===== config.mk =====
export PLATFORM = sky130hd
export DESIGN_NAME = wb_pipe_skid_flat
export DESIGN_NICKNAME = d
export VERILOG_FILES = /design/src/rtl/wb_pipe_skid_if.sv /design/src/rtl/wb_pipe_skid.sv /design/src/flat_wrapper.sv
export SDC_FILE = /design/constraint.sdc
export NUM_CORES = 1
export LEC_CHECK = 0
export CAP_MARGIN = 20
export CORE_MARGIN = 4
export CORE_UTILIZATION = 30
export CTS_CLUSTER_SIZE = 8
export DETAILED_ROUTE_END_ITERATION = 10
export HOLD_SLACK_MARGIN = 0.06
export PLACE_DENSITY = 0.63
export SKIP_LAST_GASP = 1
export SLEW_MARGIN = 20
export SYNTH_ARGS = -nofsm -noshare
export SYNTH_HDL_FRONTEND = slang
export SYNTH_SLANG_ARGS = --single-unit

===== constraint.sdc =====
create_clock -name clk_i -period 3.95 [get_ports clk_i]
set_clock_uncertainty 0.05 [all_clocks]
set_input_delay 0.79 -clock clk_i [delete_from_list [all_inputs] [get_ports clk_i]]
set_output_delay 0.79 -clock clk_i [all_outputs]
set_load 0.02 [all_outputs]

===== src/rtl/wb_pipe_skid_if.sv =====
// Writeback-stage bus bundle: upstream beat, downstream head beat, flush and occupancy.
interface wb_pipe_skid_if #(
    parameter int unsigned DATA_W = 32,
    parameter int unsigned ADDR_W = 5
);
    logic              flush_i;
    logic              in_valid_i;
    logic              in_ready_o;
    logic              RegWrite_i;
    logic              MemtoReg_i;
    logic [DATA_W-1:0] dataMem_data_i;
    logic [DATA_W-1:0] ALU_result_i;
    logic [ADDR_W-1:0] RDaddr_i;
    logic              out_valid_o;
    logic              out_ready_i;
    logic              RegWrite_o;
    logic              MemtoReg_o;
    logic [DATA_W-1:0] dataMem_data_o;
    logic [DATA_W-1:0] ALU_result_o;
    logic [ADDR_W-1:0] RDaddr_o;
    logic [DATA_W-1:0] wb_data_o;
    logic [1:0]        count_o;

    modport slave (
        input  flush_i, in_valid_i, RegWrite_i, MemtoReg_i, dataMem_data_i, ALU_result_i,
               RDaddr_i, out_ready_i,
        output in_ready_o, out_valid_o, RegWrite_o, MemtoReg_o, dataMem_data_o,
               ALU_result_o, RDaddr_o, wb_data_o, count_o
    );

    modport master (
        output flush_i, in_valid_i, RegWrite_i, MemtoReg_i, dataMem_data_i, ALU_result_i,
               RDaddr_i, out_ready_i,
        input  in_ready_o, out_valid_o, RegWrite_o, MemtoReg_o, dataMem_data_o,
               ALU_result_o, RDaddr_o, wb_data_o, count_o
    );
endinterface


===== src/rtl/wb_pipe_skid.sv =====
// Two-entry (head + skid) writeback pipeline register with registered ready,
// synchronous flush and zero-register write suppression.
module wb_pipe_skid #(
    parameter int unsigned DATA_W        = 32,
    parameter int unsigned ADDR_W        = 5,
    parameter int unsigned ZERO_SUPPRESS = 1
) (
    input  logic          clk_i,
    input  logic          rst_n_i,
    wb_pipe_skid_if.slave bus
);

    typedef struct packed {
        logic              valid;
        logic              reg_write;
        logic              mem_to_reg;
        logic [DATA_W-1:0] mem_data;
        logic [DATA_W-1:0] alu_result;
        logic [ADDR_W-1:0] rd_addr;
    } beat_t;

    beat_t head_q, head_d;
    beat_t skid_q, skid_d;
    beat_t in_beat;
    logic  accept;
    logic  pop;
    logic  zero_dst;

    always_comb begin
        in_beat.valid      = 1'b1;
        in_beat.reg_write  = bus.RegWrite_i;
        in_beat.mem_to_reg = bus.MemtoReg_i;
        in_beat.mem_data   = bus.dataMem_data_i;
        in_beat.alu_result = bus.ALU_result_i;
        in_beat.rd_addr    = bus.RDaddr_i;
    end

    // Ready depends only on the skid register, so no path from out_ready_i.
    assign accept = bus.in_valid_i & ~skid_q.valid;
    assign pop    = head_q.valid & bus.out_ready_i;

    // Next-state: skid is only ever occupied while head is occupied.
    always_comb begin
        head_d = head_q;
        skid_d = skid_q;
        if (bus.flush_i) begin
            head_d.valid = 1'b0;
            skid_d.valid = 1'b0;
        end else if (skid_q.valid) begin
            if (pop) begin
                head_d       = skid_q;
                skid_d.valid = 1'b0;
            end
        end else if (head_q.valid) begin
            if (accept && pop) begin
                head_d = in_beat;
            end else if (accept) begin
                skid_d = in_beat;
            end else if (pop) begin
                head_d.valid = 1'b0;
            end
        end else if (accept) begin
            head_d = in_beat;
        end
    end

    always_ff @(posedge clk_i or negedge rst_n_i) begin
        if (!rst_n_i) begin
            head_q <= '0;
            skid_q <= '0;
        end else begin
            head_q <= head_d;
            skid_q <= skid_d;
        end
    end

    assign zero_dst = (ZERO_SUPPRESS != 0) && (head_q.rd_addr == '0);

    assign bus.in_ready_o     = ~skid_q.valid;
    assign bus.out_valid_o    = head_q.valid;
    assign bus.RegWrite_o     = head_q.reg_write & head_q.valid & ~zero_dst;
    assign bus.MemtoReg_o     = head_q.mem_to_reg & head_q.valid;
    assign bus.dataMem_data_o = head_q.mem_data;
    assign bus.ALU_result_o   = head_q.alu_result;
    assign bus.RDaddr_o       = head_q.rd_addr;
    assign bus.wb_data_o      = bus.MemtoReg_o ? head_q.mem_data : head_q.alu_result;
    assign bus.count_o        = {1'b0, head_q.valid} + {1'b0, skid_q.valid};

endmodule


===== src/flat_wrapper.sv =====
// flat-port wrapper written by rule: the top's interface ports become plain ports
module wb_pipe_skid_flat 
#(
    parameter int unsigned DATA_W        = 32,
    parameter int unsigned ADDR_W        = 5,
    parameter int unsigned ZERO_SUPPRESS = 1
)
  (clk_i, rst_n_i, bus_flush_i, bus_in_valid_i, bus_RegWrite_i, bus_MemtoReg_i, bus_dataMem_data_i, bus_ALU_result_i, bus_RDaddr_i, bus_out_ready_i, bus_in_ready_o, bus_out_valid_o, bus_RegWrite_o, bus_MemtoReg_o, bus_dataMem_data_o, bus_ALU_result_o, bus_RDaddr_o, bus_wb_data_o, bus_count_o);
  wb_pipe_skid_if #(.DATA_W(DATA_W), .ADDR_W(ADDR_W)) bus_i ();
  input  logic clk_i;
  input  logic rst_n_i;
  input wire logic [$bits(bus_i.flush_i)-1:0] bus_flush_i;
  input wire logic [$bits(bus_i.in_valid_i)-1:0] bus_in_valid_i;
  input wire logic [$bits(bus_i.RegWrite_i)-1:0] bus_RegWrite_i;
  input wire logic [$bits(bus_i.MemtoReg_i)-1:0] bus_MemtoReg_i;
  input wire logic [$bits(bus_i.dataMem_data_i)-1:0] bus_dataMem_data_i;
  input wire logic [$bits(bus_i.ALU_result_i)-1:0] bus_ALU_result_i;
  input wire logic [$bits(bus_i.RDaddr_i)-1:0] bus_RDaddr_i;
  input wire logic [$bits(bus_i.out_ready_i)-1:0] bus_out_ready_i;
  output wire logic [$bits(bus_i.in_ready_o)-1:0] bus_in_ready_o;
  output wire logic [$bits(bus_i.out_valid_o)-1:0] bus_out_valid_o;
  output wire logic [$bits(bus_i.RegWrite_o)-1:0] bus_RegWrite_o;
  output wire logic [$bits(bus_i.MemtoReg_o)-1:0] bus_MemtoReg_o;
  output wire logic [$bits(bus_i.dataMem_data_o)-1:0] bus_dataMem_data_o;
  output wire logic [$bits(bus_i.ALU_result_o)-1:0] bus_ALU_result_o;
  output wire logic [$bits(bus_i.RDaddr_o)-1:0] bus_RDaddr_o;
  output wire logic [$bits(bus_i.wb_data_o)-1:0] bus_wb_data_o;
  output wire logic [$bits(bus_i.count_o)-1:0] bus_count_o;
  assign bus_i.flush_i = bus_flush_i;
  assign bus_i.in_valid_i = bus_in_valid_i;
  assign bus_i.RegWrite_i = bus_RegWrite_i;
  assign bus_i.MemtoReg_i = bus_MemtoReg_i;
  assign bus_i.dataMem_data_i = bus_dataMem_data_i;
  assign bus_i.ALU_result_i = bus_ALU_result_i;
  assign bus_i.RDaddr_i = bus_RDaddr_i;
  assign bus_i.out_ready_i = bus_out_ready_i;
  assign bus_in_ready_o = bus_i.in_ready_o;
  assign bus_out_valid_o = bus_i.out_valid_o;
  assign bus_RegWrite_o = bus_i.RegWrite_o;
  assign bus_MemtoReg_o = bus_i.MemtoReg_o;
  assign bus_dataMem_data_o = bus_i.dataMem_data_o;
  assign bus_ALU_result_o = bus_i.ALU_result_o;
  assign bus_RDaddr_o = bus_i.RDaddr_o;
  assign bus_wb_data_o = bus_i.wb_data_o;
  assign bus_count_o = bus_i.count_o;
  wb_pipe_skid #(.DATA_W(DATA_W), .ADDR_W(ADDR_W), .ZERO_SUPPRESS(ZERO_SUPPRESS)) u_core (.clk_i(clk_i), .rst_n_i(rst_n_i), .bus(bus_i));
endmodule

==> metrics.txt, run 1 <==
status=completed; Netlist cell types=24; die span in x=165 µm; pin count of the biggest net entering global routing=89; DR WL/cell=17.4 µm; grt total ovfl=0; # fillers=2330; hpwl dp=12.0 mm; Hold Vio Cnt, Final=0; most common cell after layout, fill and taps aside=clkdlybuf4s50_1; Crit Path Category=reg -> out; leakage=0.00408 µW; Crit Path Max Fanout=22; Root Buffer=clkbuf_16; crit path DAT=2.58 ns; # IOs=183; commonest cells after routing, fill and taps aside=clkdlybuf4s50_1, mux2_2, dfrtp_1, nor2_1, mux2i_1; worst vdd ir=0.216 mV; Antenna diodes=0; Slew headroom=43.9%; Num CTS Buffers=17; Nets=765; Residual DRC=0; worst hold slack=0.372 ns; gr usage total=13.2%; slowest stage delay, CP=0.64 ns; Synthesized Nets=658; crit-path cells=nand2_2 > buf_12 > mux2_2 > clkdlybuf4s50_1; slowest CP cell=dfrtp_1; TritonCTS sink count=144; initial antenna violation count=0; clk_lat worst skew=0.42 ns; YS warnings=0; synthesized area=7430 µm²; Buffers on Ports=182; Final min period=3.42 ns; CP top delay family=buffers and inverters; H-Tree Depth=4; WP data required=3.11 ns; core area=24300 µm²; CTS tree=built; CTS-repair resized insts=0; RSZ-0062 raised after global routing=no; first-pass GRT wire length=27.7 mm; Post-Syn Instances=581; number of max-cap violations=0; chip height=165 µm; max-slew violation count=0; routed vias=4623; vias per cell=4.51; Area growth, synth to finish=30.8%; final WL=17.8 mm; Placer Congestion=0.749; Bufs and invs on worst path=2; average instance area after synthesis=12.8 µm²; Routed Antenna Nets=0; number of global-route vias before repair=4759; # hold bufs at CTS=0; pwr dens=567 nW/µm²; number of synthesized register bits=144; Max Clock Freq=293 MHz; startpoint types=flop; Die Area=27300 µm²; Final setup viols=0; clock buffer depth=2; TritonRoute pass-1 iters=4; # Post-CTS Setup Buffers=0; Worst-path clk slew=0.07 ns; Starting Density=30.5%; Worst setup EP type=output port; total negative slack=0 ns; crit share post-route=86.5%; Hold Path Class=in -> async; register area share after synthesis=48.5%; FP Rows=57; layout cells sized above 1=31.0%; Least-Margin Pin Slew=0.841 ns; DR iter-0 viols=181
[routing by layer]
| metal | share of wire [%] | routed length, µm | GRT usage [%] | vias to the layer above |
|---|---|---|---|---|
| met5 | 0 | 0 | 0 | - |
| met4 | 1.1 | 193 | 3.56 | 0 |
| met3 | 5.7 | 1010 | 4.17 | 12 |
| met2 | 47 | 8300 | 20.5 | 107 |
| met1 | 47 | 8320 | 17.9 | 2339 |
| li1 | - | - | - | 2165 |
[area by class of cell]
| type | count | area (µm²) | share of cell area (%) |
|---|---|---|---|
| multi-input cells | 331 | 3110 | 32.0 |
| clock buffers | 20 | 457 | 4.70 |
| inverters | 3 | 11.3 | 0.116 |
| repair buffers | 191 | 1940 | 20.0 |
| clock inverters | 12 | 181 | 1.87 |
| well taps | 324 | 405 | 4.17 |
| flip-flops and latches | 144 | 3610 | 37.1 |
[synthesized netlist by cell type]
master / number / area share (%)
mux2_1: 3 / 0.45
dfrtp_1: 144 / 49
or3_1: 1 / 0.084
nor3_2: 1 / 0.13
a211oi_1: 1 / 0.10
mux2i_1: 71 / 9.6
a21oi_1: 2 / 0.13
buf_4: 70 / 7.1
mux2_4: 10 / 2.0
o311a_1: 1 / 0.13
nand3_1: 1 / 0.067
nand2_1: 2 / 0.10
inv_1: 3 / 0.15
ha_1: 1 / 0.17
buf_6: 7 / 1.1
buf_1: 3 / 0.15
a2111oi_4: 1 / 0.37
nor2_1: 72 / 3.6
nor3_1: 1 / 0.067
buf_2: 15 / 1.0
o21ai_0: 1 / 0.067
clkbuf_1: 8 / 0.40
nor2b_1: 1 / 0.084
mux2_2: 161 / 24
[worst paths after layout]
check                                                   start                                      end  slack, ns  cells after the start
setup / recovery           u_core.bus.out_valid_o$_DFFE_PN0P_                        bus_wb_data_o[20]       0.53                      4
hold / removal                                        rst_n_i  u_core.bus.ALU_result_o[17]$_DFFE_PN0P_       0.37                      1
setup reg to reg                  u_core.skid_q[71]$_DFF_PN0_  u_core.bus.ALU_result_o[10]$_DFFE_PN0P_       1.40                      5
hold reg to reg                 u_core.skid_q[24]$_DFFE_PN0P_            u_core.skid_q[24]$_DFFE_PN0P_       0.45                      1
max in group asynchronous                             rst_n_i            u_core.skid_q[51]$_DFFE_PN0P_       2.57                      2
min in group clk_i              u_core.skid_q[24]$_DFFE_PN0P_            u_core.skid_q[24]$_DFFE_PN0P_       0.45                      1
[per-stage QoR]
stage | setup slack [ns] | std cells | utilization [%] | total power (µW) | area, µm²
3_3_place_gp | 0.890 | 993 | 37.3 | 3780 | 9080
2_1_floorplan | 1.52 | 581 | - | 3220 | 7430
3_5_place_dp | 0.854 | 993 | 37.3 | 3810 | 9080
4_1_cts | 0.489 | 1025 | 39.9 | 5590 | 9710
6_report | 0.533 | 1025 | 39.9 | 5510 | 9710
5_1_grt | 0.396 | 1025 | 39.9 | 5800 | 9710
[power breakdown]
part           internal [µW]  switching, µW  leakage (µW)  total (µW)
sequential              1850            261       0.00179        2110
combinational            928            723       0.00197        1650
clock                   1100            650      0.000311        1750
[registers in the layout, summed over array words and instances, names as in the netlist]
signal	cells
u_core.bus.RDaddr_o	5
u_core.bus.dataMem_data_o	32
u_core.bus.out_valid_o	1
u_core.bus.ALU_result_o	32
u_core.skid_q	72
u_core.head_q	2
[worst reg2reg max path, cell delays in order, from the launching register on]
cell	delay (ns)
dfrtp_4	0.52
buf_4	0.53
buf_4	0.68
mux2i_1	0.31
nor2_1	0.05
mux2_2	0.27
[kinds of logic (layout without fill, tap and decap cells)]
group | Yosys count | after routing | share of synthesized area, %
adder cells (fa/ha/maj) | 1 | 1 | 0.168
AND/OR/NAND/NOR | 79 | 79 | 4.18
buffers and inverters | 106 | 226 | 9.86
flip-flops | 144 | 144 | 48.5
multiplexers | 245 | 245 | 36.5
AO/OA/AOI/OAI | 6 | 6 | 0.809
(Power assumes the default switching activity.)
==> inputs of run 2 (changes only) <==
--- a/config.mk
+++ b/config.mk
@@ -10,7 +10,7 @@
 export CORE_UTILIZATION = 30
 export CTS_CLUSTER_SIZE = 8
 export DETAILED_ROUTE_END_ITERATION = 10
-export HOLD_SLACK_MARGIN = 0.06
+export GPL_TIMING_DRIVEN = 0
 export PLACE_DENSITY = 0.63
 export SKIP_LAST_GASP = 1
 export SLEW_MARGIN = 20
==> run 2 against run 1 <==
Against the previous run:
- via count up 6.5%
- maximum frequency is 6.1% lower
- clock power fell by 6%
- non-clock buffer count grew 95
- count of clock-buffer cells in the layout shrank 1
- cell area rose by 5.8%
- sequential power about the same
- flip-flop and latch count stayed put
- critical path depth rose by 1
- critical path type unchanged
- largest cell class unchanged
==> metrics.txt, run 2 (synthesized netlist as in run 1, its figures left out) <==
Hold Vio Cnt, Final=0; Worst-path clk slew=0.06 ns; crit share post-route=92.1%; commonest cells after routing, fill and taps aside=clkdlybuf4s50_1, mux2_2, dfrtp_1, nor2_1, mux2i_1; final WL=18.9 mm; clk_lat worst skew=0.41 ns; Die Area=27300 µm²; Slew headroom=30.5%; Hold Path Class=in -> async; WP data required=3.11 ns; Reg with most FFs=u_core.skid_q; TritonCTS sink count=144; Tot Pwr=5630 µW; number of max-cap violations=0; Crit Path Max Fanout=10; Routed Antenna Nets=0; most common cell after layout, fill and taps aside=clkdlybuf4s50_1; Final min period=3.64 ns; Switching Share=29.6%; pin count of the biggest net entering global routing=79; RSZ-0062 raised after global routing=no; Num CTS Buffers=17; H-Tree Depth=4; pre-CTS setup slack=0.634 ns; layout cells sized above 1=37.2%; # hold bufs at CTS=0; FP Rows=57; slowest stage delay, CP=0.57 ns; leakage=0.00447 µW; max-slew violation count=0; # fillers=2322; Least-Margin Pin Slew=1.04 ns; grt total ovfl=0; vias per cell=4.40; TritonRoute pass-1 iters=4; # IOs=183; Placer Congestion=0.740; core area=24300 µm²; Final setup viols=0; Nets=860; worst hold slack=0.251 ns; Buffers on Ports=182; CTS tree=built; Largest register FFs=72; Crit Path Category=reg -> out; die span in x=165 µm; CTS-repair resized insts=0; chip height=165 µm; startpoint types=flop; Worst setup EP type=output port; Root Buffer=clkbuf_16; status=completed; total negative slack=0 ns; worst vdd ir=0.241 mV; first-pass GRT wire length=29.3 mm; hpwl dp=14.1 mm; Max Clock Freq=275 MHz; initial antenna violation count=0; Area growth, synth to finish=38.4%; routed vias=4923; number of global-route vias before repair=5132; pwr dens=548 nW/µm²; Flop pwr share=37.3%; # Post-CTS Setup Buffers=0; Starting Density=30.5%; Sw Pwr=1670 µW; DR WL/cell=16.9 µm; clock network power share=29.0%; final setup margin=0.312 ns; crit path DAT=2.80 ns; slowest CP cell=clkdlybuf4s50_1; Antenna diodes=0; crit-path cells=buf_2 > nand2_1 > buf_1 > mux2_2 > clkdlybuf4s50_1; DR iter-0 viols=166; clock buffer depth=2; Residual DRC=0; Logic pwr share=33.7%; internal power=3970 µW; gr usage total=14.1%
-- run 2: area by class of cell --
type	instances	area [µm²]	area share, %
Inverter	3	11.3	0.110
Sequential cell	144	3600	35.1
Clock inverter	12	161	1.57
Multi-Input combinational cell	331	3090	30.1
Tap cell	324	405	3.94
Buffer	103	721	7.01
Clock buffer	19	433	4.21
Timing Repair Buffer	183	1850	18.0
-- run 2: worst paths after layout --
kind / startpoint / end / slack, ns / depth (start not counted)
setup / recovery: u_core.bus.out_valid_o$_DFFE_PN0P_ / bus_wb_data_o[20] / 0.31 / 5
hold / removal: rst_n_i / u_core.skid_q[21]$_DFFE_PN0P_ / 0.25 / 1
setup reg to reg: u_core.bus.out_valid_o$_DFFE_PN0P_ / u_core.bus.dataMem_data_o[21]$_DFFE_PN0P_ / 1.64 / 5
hold reg to reg: u_core.skid_q[37]$_DFFE_PN0P_ / u_core.skid_q[37]$_DFFE_PN0P_ / 0.45 / 1
max in group asynchronous: rst_n_i / u_core.bus.ALU_result_o[28]$_DFFE_PN0P_ / 2.81 / 2
min in group clk_i: u_core.skid_q[37]$_DFFE_PN0P_ / u_core.skid_q[37]$_DFFE_PN0P_ / 0.45 / 1
-- run 2: power by group through the flow --
stage	Combinational, µW	Clock (µW)	Sequential, µW
finish	1900	1640	2100
global route	2040	1750	2150
CTS	1930	1690	2110
detailed placement	1920	0	2130
global placement	1900	0	2120
floorplan	1200	0	2030
-- run 2: metal layers --
metal  global-route usage, %  up-vias  share of wire, %
met5                       0        -                 0
met4                    3.04        0              0.84
met3                    3.97        8               5.7
met2                    22.7       98                48
met1                    18.9     2461                46
li1                        -     2356                 -
-- run 2: worst max-delay path, delay by kind of cell, from the launching register on --
family / cells / cell delay [ns]
buffers and inverters: 3 / 1.32
multiplexers: 1 / 0.40
AND/OR/NAND/NOR: 1 / 0.27
flip-flops: 1 / 0.39
-- run 2: stage by stage --
stage / cell area [µm²] / utilization, % / instances
after floorplan: 7430 / - / 581
after global placement: 9650 / 39.7 / 1087
after detailed placement: 9690 / 39.8 / 1088
after CTS: 10300 / 42.3 / 1119
after global routing: 10300 / 42.3 / 1119
final: 10300 / 42.3 / 1119
==> inputs of run 3 (changes only) <==
--- a/config.mk
+++ b/config.mk
@@ -5,6 +5,7 @@
 export SDC_FILE = /design/constraint.sdc
 export NUM_CORES = 1
 export LEC_CHECK = 0
+export ABC_CLOCK_PERIOD_IN_PS = 3500
 export CAP_MARGIN = 20
 export CORE_MARGIN = 4
 export CORE_UTILIZATION = 30
==> constraint.sdc (replaced) <==
create_clock -name clk_i -period 3.5 [get_ports clk_i]
set_clock_uncertainty 0.05 [all_clocks]
set_input_delay 0.7 -clock clk_i [delete_from_list [all_inputs] [get_ports clk_i]]
set_output_delay 0.7 -clock clk_i [all_outputs]
set_load 0.02 [all_outputs]
==> run 3 against run 2 <==
Against the previous run:
- final cell count unchanged
- power increased by 13%
- routed wire length hardly changed
- setup slack worse by 0.11 ns
- register-to-register slack worse by 0.45 ns
- count of clock-buffer cells in the layout unchanged
- first-iteration DRC count stayed put
- hold slack worse by 0.090 ns
- flip-flop and latch count is the same
- largest cell class unchanged
- highest routed layer unchanged
==> metrics.txt, run 3 (synthesized netlist as in run 1, its figures left out) <==
Final setup viols=0; post-layout util=42.3%; Root Buffer=clkbuf_16; Routed Antenna Nets=0; WP data required=2.75 ns; Least-Margin Pin Slew=1.04 ns; Crit Path Max Fanout=10; Buffers on Ports=182; total negative slack=0 ns; crit share post-route=94.2%; layout cells sized above 1=37.6%; Hold Path Class=in -> async; vias per cell=4.40; crit path DAT=2.55 ns; number of max-cap violations=0; core area=24300 µm²; Worst setup EP type=output port; worst vdd ir=0.272 mV; Reg with most FFs=u_core.skid_q; commonest cells after routing, fill and taps aside=clkdlybuf4s50_1, mux2_2, dfrtp_1, nor2_1, mux2i_1; leakage=0.00447 µW; RSZ-0062 raised after global routing=no; Cells after DPL=1088; Largest register FFs=72; # Post-CTS Setup Buffers=0; Final min period=3.30 ns; startpoint types=flop; Antenna diodes=0; Num CTS Buffers=17; Crit Path Category=reg -> out; Slew headroom=30.5%; Die Area=27300 µm²; Hold Vio Cnt, Final=0; grt total ovfl=0; worst hold slack=0.161 ns; Nets=860; die span in x=165 µm; initial antenna violation count=0; clock buffer depth=2; DR iter-0 viols=166; CTS tree=built; routed vias=4919; most common cell after layout, fill and taps aside=clkdlybuf4s50_1; Worst-path clk slew=0.06 ns; H-Tree Depth=4; TritonCTS sink count=144; TritonRoute pass-1 iters=4; # fillers=2323; pin count of the biggest net entering global routing=79; Area growth, synth to finish=38.5%; FP Rows=57; status=completed; Starting Density=30.5%; # IOs=183; Max Clock Freq=303 MHz; # hold bufs at CTS=0; chip height=165 µm; first-pass GRT wire length=29.3 mm; clk_lat worst skew=0.41 ns; DR WL/cell=16.9 µm; Placer Congestion=0.740; number of global-route vias before repair=5132; post-route insts no fill=1119; hpwl dp=14.1 mm; Residual DRC=0; pwr dens=618 nW/µm²; gr usage total=14.1%; final WL=18.9 mm; max-slew violation count=0
-- run 3: cell types whose count changed in the layout (fill, tap and decap cells not counted) --
cell and change:
buf_1 -3, buf_2 +3
-- run 3: path summary, 6_finish.rpt --
| kind | start | to | slack, ns | cells past startpoint |
|---|---|---|---|---|
| worst max-delay path | u_core.bus.out_valid_o$_DFFE_PN0P_ | bus_wb_data_o[20] | 0.20 | 5 |
| worst min-delay path | rst_n_i | u_core.skid_q[21]$_DFFE_PN0P_ | 0.16 | 1 |
| worst max register to register | u_core.bus.out_valid_o$_DFFE_PN0P_ | u_core.bus.dataMem_data_o[21]$_DFFE_PN0P_ | 1.19 | 5 |
| worst min register to register | u_core.skid_q[37]$_DFFE_PN0P_ | u_core.skid_q[37]$_DFFE_PN0P_ | 0.45 | 1 |
| max in group asynchronous | rst_n_i | u_core.bus.ALU_result_o[28]$_DFFE_PN0P_ | 2.45 | 2 |
| min in group clk_i | u_core.skid_q[37]$_DFFE_PN0P_ | u_core.skid_q[37]$_DFFE_PN0P_ | 0.45 | 1 |
-- run 3: per-stage QoR --
stage / total power (µW) / worst slack [ns] / area (µm²)
5_1_grt: 6710 / 0.0127 / 10300
3_5_place_dp: 4570 / 0.274 / 9690
2_1_floorplan: 3640 / 1.16 / 7430
4_1_cts: 6460 / 0.0814 / 10300
6_report: 6360 / 0.203 / 10300
3_3_place_gp: 4540 / -4.57 / 9650
-- run 3: cell type report --
| type | instances | area, µm² | share of cell area, % |
|---|---|---|---|
| clock inverter | 12 | 161 | 1.57 |
| inverter | 3 | 11.3 | 0.110 |
| sequential | 144 | 3600 | 35.0 |
| tap | 324 | 405 | 3.94 |
| timing repair buffer | 183 | 1850 | 18.0 |
| multi-input combinational | 331 | 3090 | 30.1 |
| clock buffer | 19 | 433 | 4.21 |
| buffer | 103 | 724 | 7.04 |
-- run 3: report_power, final --
group / switching, µW / internal [µW]
sequential: 285 / 2090
clock: 721 / 1120
combinational: 875 / 1270
total: 1880 / 4480
-- run 3: what timing repair did --
item                                   CTS  global route
setup endpoints to repair               29             0
resized for setup                        3             0
endpoints found under the hold margin    0             0
-- run 3: worst max-delay path, stage by stage (launching register included) --
cell             delay, ns
dfrtp_1               0.39
buf_2                 0.19
nand2_1               0.26
buf_2                 0.35
mux2_2                0.37
clkdlybuf4s50_1       0.57
-- run 3: routing by layer --
metal / vias to the layer above / GRT usage, % / part of all wire [%]
li1: 2355 / - / -
met1: 2458 / 18.9 / 46
met2: 98 / 22.7 / 48
met3: 8 / 3.97 / 5.7
met4: 0 / 3.04 / 0.84
met5: - / 0 / 0
